File: config.mk
export PLATFORM = sky130hd
export DESIGN_NAME = reset_sequencer
export DESIGN_NICKNAME = d
export VERILOG_FILES = /design/src/rtl/reset_sequencer.sv
export SDC_FILE = /design/constraint.sdc
export NUM_CORES = 1
export LEC_CHECK = 0
export CAP_MARGIN = 20
export CORE_MARGIN = 1.5
export CORE_UTILIZATION = 40
export CTS_CLUSTER_DIAMETER = 120
export CTS_CLUSTER_SIZE = 25
export DETAILED_ROUTE_END_ITERATION = 8
export SYNTH_ARGS = -nofsm -noshare
export SYNTH_HDL_FRONTEND = slang
export SYNTH_SLANG_ARGS = --single-unit
export TNS_END_PERCENT = 5
File: constraint.sdc
create_clock -name clk -period 2.07 [get_ports clk]
set_input_delay 0.5175 -clock clk [delete_from_list [all_inputs] [get_ports clk]]
set_output_delay 0.5175 -clock clk [all_outputs]
set_load 0.1 [all_outputs]
File: src/rtl/reset_sequencer.sv
// reset_sequencer: holds the core in reset, waits for a qualified hold period,
//   then releases NUM_STAGES reset domains in order, STAGE_GAP cycles apart.
// Latency: last stage, clr_pc and enable_pd change HOLD_CYCLES-1+NUM_STAGES*STAGE_GAP
//   edges after the first edge with reset low and ext_ready high.
// Backpressure: none; ext_ready stalls the hold count, soft_rst_req is only honoured in RUN.
//
// Ports:
//   clk, reset        system clock, synchronous active-high hard reset
//   ext_ready         external qualifier; the hold period counts only while high
//   soft_rst_req      warm-reset request, acted on only while in RUN
//   stage_rst         per-domain active-high resets, bit 0 released first
//   clr_pc            clears the program counter until the last stage releases
//   enable_pd         enables program/data execution once the sequence is done
//   busy              sequence in progress (HOLD or RELEASE)
//   seq_done          one-cycle pulse on entry to RUN
//   rst_cause         last reset source: 01 hard, 10 soft

module reset_sequencer #(
  parameter int NUM_STAGES  = 3,
  parameter int HOLD_CYCLES = 4,
  parameter int STAGE_GAP   = 1,
  parameter int CNT_W       = 8
) (
  input  logic                  clk,
  input  logic                  reset,
  input  logic                  ext_ready,
  input  logic                  soft_rst_req,
  output logic [NUM_STAGES-1:0] stage_rst,
  output logic                  clr_pc,
  output logic                  enable_pd,
  output logic                  busy,
  output logic                  seq_done,
  output logic [1:0]            rst_cause
);

  localparam int IDX_W = (NUM_STAGES > 1) ? $clog2(NUM_STAGES) : 1;

  localparam logic [CNT_W-1:0] HOLD_LAST = CNT_W'(HOLD_CYCLES - 1);
  localparam logic [CNT_W-1:0] GAP_LAST  = CNT_W'(STAGE_GAP - 1);
  localparam logic [IDX_W-1:0] IDX_LAST  = IDX_W'(NUM_STAGES - 1);

  localparam logic [1:0] CAUSE_HARD = 2'b01;
  localparam logic [1:0] CAUSE_SOFT = 2'b10;

  typedef enum logic [1:0] {
    ST_HOLD    = 2'd0,
    ST_RELEASE = 2'd1,
    ST_RUN     = 2'd2
  } state_t;

  state_t                  state_q, state_d;
  logic [CNT_W-1:0]        cnt_q, cnt_d;
  logic [IDX_W-1:0]        idx_q, idx_d;
  logic [NUM_STAGES-1:0]   stage_rst_q, stage_rst_d;
  logic                    clr_pc_q, clr_pc_d;
  logic                    enable_pd_q, enable_pd_d;
  logic                    busy_q, busy_d;
  logic                    seq_done_q, seq_done_d;
  logic [1:0]              rst_cause_q, rst_cause_d;

  always_comb begin
    state_d     = state_q;
    cnt_d       = cnt_q;
    idx_d       = idx_q;
    stage_rst_d = stage_rst_q;
    clr_pc_d    = clr_pc_q;
    enable_pd_d = enable_pd_q;
    busy_d      = busy_q;
    seq_done_d  = 1'b0;
    rst_cause_d = rst_cause_q;

    case (state_q)
      ST_HOLD: begin
        // Any dropout of the qualifier restarts the hold from zero.
        if (ext_ready) begin
          if (cnt_q == HOLD_LAST) begin
            cnt_d   = '0;
            idx_d   = '0;
            state_d = ST_RELEASE;
          end else begin
            cnt_d = cnt_q + 1'b1;
          end
        end else begin
          cnt_d = '0;
        end
      end

      ST_RELEASE: begin
        if (cnt_q == GAP_LAST) begin
          // Clear only the bit selected by idx; loop avoids an
          // out-of-range select when NUM_STAGES is not a power of two.
          for (int i = 0; i < NUM_STAGES; i++) begin
            if (idx_q == IDX_W'(i)) begin
              stage_rst_d[i] = 1'b0;
            end
          end
          cnt_d = '0;
          idx_d = idx_q + 1'b1;
          if (idx_q == IDX_LAST) begin
            clr_pc_d    = 1'b0;
            enable_pd_d = 1'b1;
            busy_d      = 1'b0;
            seq_done_d  = 1'b1;
            state_d     = ST_RUN;
          end
        end else begin
          cnt_d = cnt_q + 1'b1;
        end
      end

      ST_RUN: begin
        if (soft_rst_req) begin
          state_d     = ST_HOLD;
          cnt_d       = '0;
          idx_d       = '0;
          stage_rst_d = '1;
          clr_pc_d    = 1'b1;
          enable_pd_d = 1'b0;
          busy_d      = 1'b1;
          rst_cause_d = CAUSE_SOFT;
        end
      end

      default: begin
        state_d     = ST_HOLD;
        cnt_d       = '0;
        idx_d       = '0;
        stage_rst_d = '1;
        clr_pc_d    = 1'b1;
        enable_pd_d = 1'b0;
        busy_d      = 1'b1;
      end
    endcase
  end

  // Hard reset overrides everything, including a simultaneous soft request.
  always_ff @(posedge clk) begin
    if (reset) begin
      state_q     <= ST_HOLD;
      cnt_q       <= '0;
      idx_q       <= '0;
      stage_rst_q <= '1;
      clr_pc_q    <= 1'b1;
      enable_pd_q <= 1'b0;
      busy_q      <= 1'b1;
      seq_done_q  <= 1'b0;
      rst_cause_q <= CAUSE_HARD;
    end else begin
      state_q     <= state_d;
      cnt_q       <= cnt_d;
      idx_q       <= idx_d;
      stage_rst_q <= stage_rst_d;
      clr_pc_q    <= clr_pc_d;
      enable_pd_q <= enable_pd_d;
      busy_q      <= busy_d;
      seq_done_q  <= seq_done_d;
      rst_cause_q <= rst_cause_d;
    end
  end

  assign stage_rst = stage_rst_q;
  assign clr_pc    = clr_pc_q;
  assign enable_pd = enable_pd_q;
  assign busy      = busy_q;
  assign seq_done  = seq_done_q;
  assign rst_cause = rst_cause_q;

endmodule

==> flow_summary.json <==
{
  "ctsResizeCount": 0,
  "critical_path_class": "reg2reg",
  "worst_setup_path_end_kind": "register",
  "worst_path_largest_cell_delay_ns": 0.44,
  "drt-initial-drc-count": 15,
  "portBuffers": 12,
  "ir_drop_mv": 0.305,
  "final_nets": 137,
  "hp-class": "reg2reg",
  "status": "complete, no violations",
  "synth.avg_cell_area_um2": 9.00,
  "number_of_sinks_handled_by_clock_tree_synthesis": 19,
  "final_layout_size_suffix_gt1_share_pct": 21.3,
  "first_pass_iters": 4,
  "grt_pass1_wl_mm": 3.32,
  "grt-ovfl-total": 0,
  "synth.area.top_cells": "dfxtp_1, ha_1, nand2_1",
  "synth.yosys.seq_area_share_pct": 38.4,
  "rsz_0062_raised_after_global_routing": "false",
  "ys_ff_latch": 19,
  "maxCapViolCount": 0,
  "worstMarginPinSlew_ns": 0.446,
  "timing.final.setup_violations": 0,
  "relSlewSlack_pct": 70.2,
  "grt_start_max_net_pins": 13,
  "post_synth_num_cell_types": 39,
  "post_synth_most_frequent_cells": "dfxtp_1, nand2_1, nor2_1",
  "clk_root_buffer_cell": "clkbuf_4",
  "mappedNetlistArea_um2": 990,
  "critical_path_peak_fanout": 6,
  "placementRows": 17,
  "synth_largest_area_cell": "dfxtp_1",
  "drc": 0,
  "dp_slack_ns": 0.130,
  "routed-via-count": 831,
  "post_synth_inst_count": 110,
  "via_count_of_the_first_global_routing_pass": 761,
  "fp.coreArea_mm2": 0.00228,
  "clock_insertion_delay_worst_skew_ns": 0.30,
  "clock-skew-final_ns": 0.00516,
  "all_layer_global_routing_usage_pct": 16.6,
  "htree_levels": 1,
  "power_leakage_nw": 0.483,
  "floorplan.io_pins": 13,
  "synth-main-ff-cell": "dfxtp_1",
  "syn_nets": 119,
  "routabilityCongestion": 0.753,
  "die_height_um": 52.7,
  "cp_data_arrival_time_ns": 2.10,
  "vias_per_cell": 5.36,
  "wire_per_inst_um": 12.4,
  "timing.final.ws_setup_ns": 0.214,
  "fin_crit_ns": 1.86,
  "synth_edf_count": 0,
  "yosysWarningCount": 0,
  "route.antenna.remaining_nets": 0,
  "cp_cell_sequence": "inv_1 -> ha_1 -> mux2_4 -> a311oi_2 -> buf_4 -> nand4_1 -> mux2i_1",
  "clock_slew_at_the_register_clock_pins_of_the_worst_setup_and_hold_paths_ns": 0.11,
  "setup_tns_ns": 0,
  "number_of_buffers_created_by_cts": 3,
  "synth_most_common_cell": "dfxtp_1",
  "yosys.area.top_type_share_pct": 38.4,
  "kind_of_start_point_of_the_critical_path": "register",
  "finalNonFillerCells": 155,
  "layout-area-overhead-vs-synth_pct": 16.4,
  "postRouteWirelength_mm": 1.92,
  "cts_hold_buffers": 0,
  "power_per_cell_area_mw_per_mm2": 525,
  "timing.critical_path.required_ns": 2.31,
  "timing_hold_violations_final": 0,
  "fin_hold_ws_ns": 0.456,
  "detailedPlacementHpwl_mm": 1.45,
  "post-place-cells": 151,
  "initial_antenna_violation_count": 0,
  "initial_utilization_pct": 43.5,
  "worst_path_max_delay_cell": "dfxtp_1",
  "die-area_mm2": 0.00278,
  "max_buffers_root_to_sink": 2,
  "asyncSetResetFlopFracSynth_pct": 0,
  "post_cts_buffers": 0,
  "fp.dieW_um": 52.7,
  "finalMaxSlewViolations": 0,
  "cts_tree": "yes",
  "finalCritPeriodShare_pct": 89.7,
  "insertedDiodeCount": 0,
  "timing.fmax_mhz": 539
}
==> layer usage <==
layer	up-vias	wire length [um]	GRT usage [%]
met3	2	89	6.00
met4	0	12	3.85
li1	425	-	-
met5	-	0	0
met2	19	862	28.1
met1	385	959	19.7
==> final timing paths <==
path	startpoint	end	slack (ns)	depth (start not counted)
min	rst_cause[1]	rst_cause[1]	0.46	2
max	cnt_q[0]	cnt_q[5]	0.21	7
max reg2reg	cnt_q[0]	cnt_q[5]	0.21	7
min reg2reg	rst_cause[1]	rst_cause[1]	0.46	2
==> area by class of cell <==
type / instances / area, um2
fill: 209 / 1120
clock buffer: 4 / 26.3
tap: 28 / 35.0
sequential: 19 / 380
inverter: 6 / 22.5
timing repair buffer: 20 / 158
multi-input combinational: 78 / 531
==> stage by stage <==
stage	util, %	cell area (um2)	total power, W
final	50.6	1150	0.000605
after global placement	49.5	1130	0.000421
after floorplan	-	990	0.000403
after detailed placement	49.5	1130	0.000421
after global routing	50.6	1150	0.000634
after CTS	50.6	1150	0.000614
==> kinds of logic (layout without fill, tap and decap cells) <==
group / count (synthesis) / in the layout / share of synthesized area (%)
multiplexers: 4 / 4 / 4.55
AND/OR/NAND/NOR: 45 / 45 / 24.1
buffers and inverters: 13 / 30 / 7.96
flip-flops: 19 / 19 / 38.4
AO/OA/AOI/OAI: 23 / 23 / 17.7
XOR/XNOR: 1 / 1 / 0.885
adder cells (fa/ha/maj): 5 / 5 / 6.32
==> where the power goes <==
part / internal (W) / switching, W / leakage, nW
logic: 0.0000214 / 0.0000214 / 0.315
registers: 0.000368 / 0.00000327 / 0.153
clock network: 0.0000751 / 0.000116 / 0.0150
==> worst max-delay path, delay by kind of cell, from the launching register on <==
family / cells / cell delay (ns)
simple gates: 1 / 0.09
buf+inv: 2 / 0.26
flops: 1 / 0.44
fa+ha+maj: 1 / 0.23
mux: 2 / 0.41
compound gates: 1 / 0.37
==> flip-flops by register name, indices dropped and copies added, names as in the netlist <==
name,count
cnt_q,8
stage_rst,3
idx_q,2
rst_cause,2
state_q,2
enable_pd,1
seq_done,1
==> cell usage in the layout (no fill, tap or decap), types with 2 or more instances in the layout <==
cell type | netlist | routed
buf_4 | 2 | 17
nand3_1 | 7 | 7
clkbuf_4 | 0 | 3
ha_1 | 5 | 5
a21oi_1 | 4 | 4
nand4_1 | 2 | 2
and3_1 | 5 | 5
inv_1 | 6 | 6
nor2_1 | 11 | 11
nand2_1 | 11 | 11
o31ai_1 | 2 | 2
dfxtp_1 | 19 | 19
a21o_1 | 2 | 2
a22oi_1 | 2 | 2
mux2i_1 | 3 | 3
clkdlybuf4s50_1 | 0 | 3
o21ai_0 | 3 | 3
(Power assumes the default switching activity.)
